--- src/rtl/mul_sequencer_if.sv ---
`default_nettype none
// ----------------------------------------------------------------------------
// mul_sequencer_if : request/result bundle between decode and the multiplier
// Revision 1.0
// ----------------------------------------------------------------------------
interface mul_sequencer_if #(
  parameter int WIDTH = 32
);
  logic             start;
  logic [2:0]       mulop;
  logic [WIDTH-1:0] a;
  logic [WIDTH-1:0] b;
  logic             stall;
  logic             busy;
  logic             done;
  logic             illegal;
  logic [WIDTH-1:0] result_lo;
  logic [WIDTH-1:0] result_hi;

  modport master (
    output start, mulop, a, b,
    input  stall, busy, done, illegal, result_lo, result_hi
  );

  modport slave (
    input  start, mulop, a, b,
    output stall, busy, done, illegal, result_lo, result_hi
  );
endinterface
`default_nettype wire

--- src/rtl/mul_sequencer.sv ---
`default_nettype none
// ----------------------------------------------------------------------------
// mul_sequencer : radix-2 shift-add multiply controller (MUL / UMULL / SMULL)
// Revision 1.0
// ----------------------------------------------------------------------------
module mul_sequencer #(
  parameter int WIDTH = 32
) (
  input  wire logic           clk,
  input  wire logic           reset,
  mul_sequencer_if.slave      bus
);

  localparam int         CW       = $clog2(WIDTH + 1);
  localparam logic [2:0] OP_MUL   = 3'b000;
  localparam logic [2:0] OP_UMULL = 3'b100;
  localparam logic [2:0] OP_SMULL = 3'b110;

  typedef enum logic [1:0] {
    S_IDLE = 2'd0,
    S_RUN  = 2'd1,
    S_DONE = 2'd2
  } state_t;

  state_t                 r_state;
  logic [2*WIDTH-1:0]     r_mcand;
  logic [WIDTH-1:0]       r_mplier;
  logic [2*WIDTH-1:0]     r_acc;
  logic [CW-1:0]          r_cnt;
  logic [2:0]             r_op;
  logic                   r_sign;
  logic                   r_busy;
  logic                   r_done;
  logic                   r_illegal;
  logic [WIDTH-1:0]       r_lo;
  logic [WIDTH-1:0]       r_hi;

  logic                   w_legal;
  logic                   w_can_accept;
  logic                   w_accept;
  logic                   w_stall;
  logic                   w_is_smull;
  logic [WIDTH-1:0]       w_mag_a;
  logic [WIDTH-1:0]       w_mag_b;
  logic [2*WIDTH-1:0]     w_addend;
  logic [2*WIDTH-1:0]     w_acc_next;
  logic [2*WIDTH-1:0]     w_prod;

  always_comb begin
    w_legal      = (bus.mulop == OP_MUL) || (bus.mulop == OP_UMULL) ||
                   (bus.mulop == OP_SMULL);
    w_can_accept = (r_state == S_IDLE) || (r_state == S_DONE);
    w_accept     = bus.start && w_legal && w_can_accept;
    w_stall      = w_accept || (r_state == S_RUN);
    w_is_smull   = (bus.mulop == OP_SMULL);
    // Negating the most-negative value yields itself, which read unsigned is the right magnitude.
    w_mag_a      = (w_is_smull && bus.a[WIDTH-1]) ? -bus.a : bus.a;
    w_mag_b      = (w_is_smull && bus.b[WIDTH-1]) ? -bus.b : bus.b;
    w_addend     = r_mplier[0] ? r_mcand : '0;
    w_acc_next   = r_acc + w_addend;
    w_prod       = r_sign ? -w_acc_next : w_acc_next;
  end

  always_ff @(posedge clk) begin
    if (reset) begin
      r_state   <= S_IDLE;
      r_mcand   <= '0;
      r_mplier  <= '0;
      r_acc     <= '0;
      r_cnt     <= '0;
      r_op      <= OP_MUL;
      r_sign    <= 1'b0;
      r_busy    <= 1'b0;
      r_done    <= 1'b0;
      r_illegal <= 1'b0;
      r_lo      <= '0;
      r_hi      <= '0;
    end else begin
      r_done    <= 1'b0;
      r_illegal <= 1'b0;
      case (r_state)
        S_IDLE, S_DONE: begin
          if (bus.start && !w_legal) begin
            r_illegal <= 1'b1;
          end
          if (w_accept) begin
            r_state  <= S_RUN;
            r_busy   <= 1'b1;
            r_mcand  <= {{WIDTH{1'b0}}, w_mag_a};
            r_mplier <= w_mag_b;
            r_acc    <= '0;
            r_cnt    <= CW'(WIDTH);
            r_op     <= bus.mulop;
            r_sign   <= w_is_smull && (bus.a[WIDTH-1] ^ bus.b[WIDTH-1]);
          end else begin
            r_state <= S_IDLE;
            r_busy  <= 1'b0;
          end
        end
        S_RUN: begin
          r_acc    <= w_acc_next;
          r_mcand  <= r_mcand << 1;
          r_mplier <= r_mplier >> 1;
          r_cnt    <= r_cnt - CW'(1);
          if (r_cnt == CW'(1)) begin
            r_state <= S_DONE;
            r_busy  <= 1'b0;
            r_done  <= 1'b1;
            r_lo    <= w_prod[WIDTH-1:0];
            r_hi    <= (r_op == OP_MUL) ? '0 : w_prod[2*WIDTH-1:WIDTH];
          end
        end
        default: begin
          r_state <= S_IDLE;
          r_busy  <= 1'b0;
        end
      endcase
    end
  end

  assign bus.stall     = w_stall;
  assign bus.busy      = r_busy;
  assign bus.done      = r_done;
  assign bus.illegal   = r_illegal;
  assign bus.result_lo = r_lo;
  assign bus.result_hi = r_hi;

endmodule
`default_nettype wire

--- src/flat_wrapper.sv ---
// flat-port wrapper written by rule: the top's interface ports become plain ports
module mul_sequencer_flat 
#(
  parameter int WIDTH = 32
)
  (clk, reset, bus_start, bus_mulop, bus_a, bus_b, bus_stall, bus_busy, bus_done, bus_illegal, bus_result_lo, bus_result_hi);
  mul_sequencer_if #(.WIDTH(WIDTH)) bus_i ();
  input  wire logic clk;
  input  wire logic reset;
  input wire logic [$bits(bus_i.start)-1:0] bus_start;
  input wire logic [$bits(bus_i.mulop)-1:0] bus_mulop;
  input wire logic [$bits(bus_i.a)-1:0] bus_a;
  input wire logic [$bits(bus_i.b)-1:0] bus_b;
  output wire logic [$bits(bus_i.stall)-1:0] bus_stall;
  output wire logic [$bits(bus_i.busy)-1:0] bus_busy;
  output wire logic [$bits(bus_i.done)-1:0] bus_done;
  output wire logic [$bits(bus_i.illegal)-1:0] bus_illegal;
  output wire logic [$bits(bus_i.result_lo)-1:0] bus_result_lo;
  output wire logic [$bits(bus_i.result_hi)-1:0] bus_result_hi;
  assign bus_i.start = bus_start;
  assign bus_i.mulop = bus_mulop;
  assign bus_i.a = bus_a;
  assign bus_i.b = bus_b;
  assign bus_stall = bus_i.stall;
  assign bus_busy = bus_i.busy;
  assign bus_done = bus_i.done;
  assign bus_illegal = bus_i.illegal;
  assign bus_result_lo = bus_i.result_lo;
  assign bus_result_hi = bus_i.result_hi;
  mul_sequencer #(.WIDTH(WIDTH)) u_core (.clk(clk), .reset(reset), .bus(bus_i));
endmodule
--- config.mk ---
export PLATFORM = sky130hd
export DESIGN_NAME = mul_sequencer_flat
export DESIGN_NICKNAME = d
export VERILOG_FILES = /design/src/rtl/mul_sequencer_if.sv /design/src/rtl/mul_sequencer.sv /design/src/flat_wrapper.sv
export SDC_FILE = /design/constraint.sdc
export NUM_CORES = 1
export LEC_CHECK = 0
export CAP_MARGIN = 20
export CORE_MARGIN = 4
export CORE_UTILIZATION = 31
export CTS_BUF_LIST = sky130_fd_sc_hd__clkbuf_4 sky130_fd_sc_hd__clkbuf_8 sky130_fd_sc_hd__clkbuf_16
export CTS_CLUSTER_SIZE = 20
export DETAILED_ROUTE_END_ITERATION = 10
export PLACE_DENSITY = 0.5
export SLEW_MARGIN = 30
export SYNTH_ARGS = -nofsm -noshare
export SYNTH_HDL_FRONTEND = slang
export SYNTH_SLANG_ARGS = --single-unit
export TNS_END_PERCENT = 100
--- constraint.sdc ---
create_clock -name clk -period 6 [get_ports clk]
set_input_delay 0.9 -clock clk [delete_from_list [all_inputs] [get_ports clk]]
set_output_delay 0.9 -clock clk [all_outputs]
set_load 0.05 [all_outputs]
After elaboration in Yosys (flattened, before gate mapping)
Cells that the tools add are included.
Widths: inputs -> output; s select.

word-level totals
  word-level logic and storage cells = 69
  bits of input ports = 70
  flip-flop bits (word level) = 239

cells by class
  bitwise operators = 3
  equal/unequal tests = 7
  $add $sub $neg = 5
  mux-type cells = 21
  reductions and logical operators = 21

operators with widths
  cell                 number
  $mux 64              4
  $pmux 64 s2          2
  $mux 32              4
  $add 64x64->64       1
  $neg 32->32          2
  $neg 64->64          1
  $pmux 32 s2          1
  $pmux 6 s2           1
  $eq 3x3->1 const B   2
  $eq 6x1->1 const B   1
  $logic_and 1x1->1    6
  $logic_not 3->1      2
  $mux 6               1
  $reduce_and 2->1     3
  $reduce_or 2->1      3
  $sub 6x1->6 const B  1
  $mux 1               5
  $logic_or 1x1->1     4
  $pmux 2 s2           1
  $eq 2x1->1 const B   1
  $eq 2x2->1 const B   1
  $logic_not 2->1      1
  $mux 2               1
  $ne 2x1->1 const B   1
  other kinds (6)      7

Longest topological paths before layout
  word-level depth = 7
  gate-level depth with buffers = 20
  gate-level depth less buffers = 16

Worst setup path after synthesis
No wires, ideal clock.

  kind = register to register
  start = register u_core.r_mplier[0]
  end = register u_core.r_hi[30] (netlist: u_core.bus.result_hi[30])
  stages on the path, launching flop included = 21
  buffers on the path = 4
  slack = 1251 ps
  required time = 5875 ps
  arrival = 4624 ps
  path through = dfxtp_1 clkbuf_1 clkbuf_1 and2_1 ha_1 inv_1 fa_1 nor2b_4 o31a_1 o21ai_2 a2111oi_2 nor2_1 xnor2_1 or4b_1 clkbuf_1 nor4_2 nand4_1 buf_4 o41ai_4 xor2_1 o21ai_1

on the way
  word-level cells in the longest chain between the ends = 5

ends and longest elaborated chain
  what                    line                  source
  from (decl)             mul_sequencer.sv:27   logic [WIDTH-1:0] r_mplier;
  from (signal assigned)  mul_sequencer.sv:90   r_mplier <= w_mag_b;
  from (signal assigned)  mul_sequencer.sv:103  r_mplier <= r_mplier >> 1;
  $mux 64 *               mul_sequencer.sv:59   w_addend = r_mplier[0] ? r_mcand : '0;
  $add 64x64->64 *        mul_sequencer.sv:60   w_acc_next = r_acc + w_addend;
  $neg 64->64             mul_sequencer.sv:61   w_prod = r_sign ? -w_acc_next : w_acc_next;
  $mux 64 *               mul_sequencer.sv:61
  $mux 32 *               mul_sequencer.sv:110  r_hi <= (r_op == OP_MUL) ? '0 : w_prod[2*WIDTH-1:WIDTH];
  to (signal assigned)    mul_sequencer.sv:110
  to (decl)               mul_sequencer.sv:36   logic [WIDTH-1:0] r_hi;

Every way passes the cells marked *; elsewhere a longest branch is shown, timed or not.
A chain may end at the register's enable or synchronous reset.

Worst setup path after layout
  start = register u_core.r_mplier[0]
  end = register u_core.r_hi[31] (netlist: u_core.bus.result_hi[31])

Same word-level chain as after synthesis.

==> impl_metrics.yaml <==
sta:
  skew_ns: 0.0154
  max-slew-margin-rel_pct: 39.9
  max_freq_mhz: 183
  period_needed_ns: 5.46
  finalSetupViolCount: 0
  finalHoldViolCount: 0
  timing_worst_slew_pin_value_ns: 0.895
  tns_ns: 0
  fin_crit_sh_pct: 91.0
  drv_slew: 0
  rsz0062_at_grt: "no"
drt:
  drt_pre_antenna_iters: 5
  first_iter_violations: 1164
  drcViolationCount: 0
  vias: 16100
  wirelength_mm: 56.7
  avgViaCountPerCell: 5.48
  routedWlPerCell_um: 19.3
  final_antenna_net_count: 0
logic_synthesis:
  synth_compound_area_share_pct: 27.5
  synth_fa_ha_area_share_pct: 5.38
  synth_top_area_share_pct: 29.4
  yosys.area_share.xor_xnor_pct: 8.77
  synthCells: 2167
  syn_area_sq_mm: 0.0162
  ys_top_cells_by_area: "dfxtp_1 (29%), a21oi_1 (8.1%), nand2_1 (6.8%)"
  synth_nets: 2306
  ys_seq_area_share_pct: 29.4
  synth_seq_cells: 238
  synth-simple-area-share_pct: 24.6
  synthMuxAreaShare_pct: 0.387
  async_flop_share_pct: 0
  synth_cell_type_count: 82
  synth_top_area_cell: "dfxtp_1"
  yosysWarnings: 0
  synth_top_family_by_area: "compound AO/OA/AOI/OAI gates"
  synth-edff-count: 0
  syn_area_per_cell_sq_um: 7.47
  synthFlopType: "dfxtp_1"
power_and_ir_drop:
  p_leak_nw: 6.98
  peakVddDrop_v: 0.000185
  combPwrFrac_pct: 9.8
  powerDensity_mw_per_mm2: 205
  pwr-share-clk_pct: 48.7
  p_int_mw: 2.94
  power_mw: 3.95
  switching_power_mw: 1.01
  p_seq_share_pct: 41.5
  switching_share_pct: 25.6
die:
  dieArea_sq_mm: 0.0559
  initial_core_util_pct: 31.4
  ios: 138
  rows: 83
  die_y_um: 236
  die_x_um: 236
  core_area_sq_mm: 0.0515
critical_path:
  critical_path.startpoint: "u_core.r_mplier[0]"
  path_cells: "buf_4 -> and2_1 -> ha_1 -> nand2_1 -> o21ai_0 -> a21oi_1 -> o211ai_1 -> nor3_1 -> xnor2_1 -> nand3b_1 -> or4_1 -> or4_1 -> nor4_1 -> a211o_1 -> nand3_1"
  r2r_slack_ns: 0.54
  rr_endpoint: "u_core.bus.result_hi[31]"
  worst-path-buf-inv: 1
  cp-start-kind: "register"
  cp_num_cells: 15
  crit_type: "reg -> reg"
  reg2reg_from: "u_core.r_mplier[0]"
  cp_common_cell: "or4_1"
  crit_required_ns: 6.46
  arrival_ns: 5.92
  critical-path-top-delay-family: "simple AND/OR/NAND/NOR gates"
  crit_path_max_fanout: 35
  crit_path_end_kind: "register"
  crit_slowest_cell: "nor3_1"
  worstSetupEndpoint: "u_core.bus.result_hi[31]"
  critPathMaxStageDelay_ns: 0.66
  reg2reg_depth: 15
run_status:
  outcome: "completed"
clock_network:
  cts_setup_buffers: 0
  cts_buffers: 29
  h-tree-depth: 1
  clock_path_buffers: 3
  cts_resized: 0
  cts.sinks: 238
  cts_tree: "yes"
  cts_hold_buf: 0
  clock-root-buffer: "clkbuf_16"
  clk_latency_ns: 0.57
  cts.clk_slew.worst_paths_ns: 0.07
global_routing:
  antenna_found_initial: 2
  grt_pass1_vias: 15300
  grt_first_pass_wirelength_mm: 87.9
  grt_overflow_total: 0
  track_usage_pct: 19.3
  grt_max_degree: 87
hold_path:
  hold_path_depth: 2
  hp-class: "reg -> reg"
layout:
  fillers: 5468
  final_nets: 2375
  diodes: 0
  layout-drive-gt1-share_pct: 6.24
  areaGrowthSynthToFinish_pct: 19.0
placed_design:
  hpwlAfterDp_mm: 43.3
  io_buffers: 137
  routabilityCongestion: 0.943
job:
  max_cap_violations: 0
## registers in the layout (all words and copies together), names as in the netlist, 2 cells and up
signal,flops
u_core.bus.result_hi,32
u_core.r_mplier,32
u_core.bus.result_lo,32
u_core.r_acc,64
u_core.r_op,3
u_core.r_state,2
u_core.r_cnt,6
u_core.r_mcand,64
## through the flow
step | util (%) | cells | hold WS [ns] | setup WS, ns | instance area, sq um
finish | 37.4 | 2938 | 0.444 | 0.537 | 19200
global route | 37.4 | 2938 | 0.471 | 0.206 | 19200
CTS | 37.4 | 2938 | 0.451 | 0.630 | 19200
detailed placement | 35.3 | 2885 | 0.443 | 0.643 | 18200
global placement | 35.3 | 2885 | 0.437 | 0.791 | 18200
floorplan | - | 2167 | 0.441 | 1.25 | 16200
## layer usage
layer  vias to the layer above  global-route usage (%)  part of all wire, %
met5                         -                       0                    0
met4                         0                    3.91                  1.7
met3                        60                    3.53                  6.3
met2                       419                    28.8                   42
met1                      7653                    29.1                   50
li1                       7974                       -                    -
## power by group through the flow
stage          clock network [mW]  logic [mW]  registers (mW)
2_1_floorplan                   0       0.228            1.67
3_3_place_gp                    0       0.388            1.67
3_5_place_dp                    0       0.391            1.67
4_1_cts                      1.98       0.392            1.64
5_1_grt                      2.04       0.428            1.64
6_report                     1.93       0.388            1.64
## logic make-up (layout without fill, tap and decap cells)
family	Yosys count	in the layout
AND/OR/NAND/NOR	838	838
AO/OA/AOI/OAI	689	689
flip-flops	238	238
buffers and inverters	165	256
XOR/XNOR	162	162
adder cells (fa/ha/maj)	69	69
multiplexers	6	6
## cell usage after synthesis, drive strengths merged (6+ instances only)
cell type	n
xnor2	78
o31ai	24
and2	82
xor2	84
buf	21
nand2	296
nand4	29
a21o	22
o21ai	125
nand2b	10
clkbuf	113
o41ai	20
o21a	16
a211oi	46
or3	21
nand3b	7
a21oi	269
nor4	23
nand3	98
and3	8
a31oi	15
inv	31
o21bai	6
dfxtp	238
nor2b	7
nor2	191
o211ai	13
a22oi	84
or4	13
a221oi	7
nor3	39
ha	68
## tightest hold or removal path, delay by kind of cell, from the launching register on
| family | cells | cell delay [ns] |
|---|---|---|
| AOI/OAI and AO/OA | 1 | 0.05 |
| DFF | 1 | 0.30 |
| and+or+nand+nor | 1 | 0.05 |
## worst min-delay path by stage
stage                                         from                        to
after floorplan                 u_core.r_mcand[32]        u_core.r_mcand[33]
final                     u_core.bus.result_hi[28]  u_core.bus.result_hi[28]
after detailed placement  u_core.bus.result_hi[13]  u_core.bus.result_hi[13]
after CTS                 u_core.bus.result_hi[28]  u_core.bus.result_hi[28]
after global placement    u_core.bus.result_hi[13]  u_core.bus.result_hi[13]
after global routing      u_core.bus.result_hi[16]  u_core.bus.result_hi[16]
## cell usage in the layout, fill, tap and decap left out, drive strengths merged, types with 5 or more instances in the layout
cell and count:
nor2b 7, buf 36, o21ai 125, xor2 84
a21oi 269, clkdlybuf4s50 136, clkinv 5, a22o 5
nand3 98, and2 82, ha 68, inv 32
a22oi 84, nor4 23, xnor2 78, a221oi 7
o41ai 20, or4 13, o31ai 24, a31oi 15
or3 21, clkbuf 42, a211oi 46, o31a 5
nor3 39, a21o 22, nand4 29, nand3b 7
o211ai 13, o21bai 6, nor2 191, and3 8
dfxtp 238, o21a 16, nand2b 10, nand2 296
## final cells by class
class,count,area (sq um),area share (%)
Multi-Input combinational cell,1764,10800,56.2
Timing Repair Buffer,172,1640,8.50
Clock buffer,42,892,4.63
Clock inverter,11,161,0.839
Tap cell,680,851,4.42
Inverter,31,116,0.605
Sequential cell,238,4770,24.8
No activity file was read; power rests on OpenSTA's default activity.
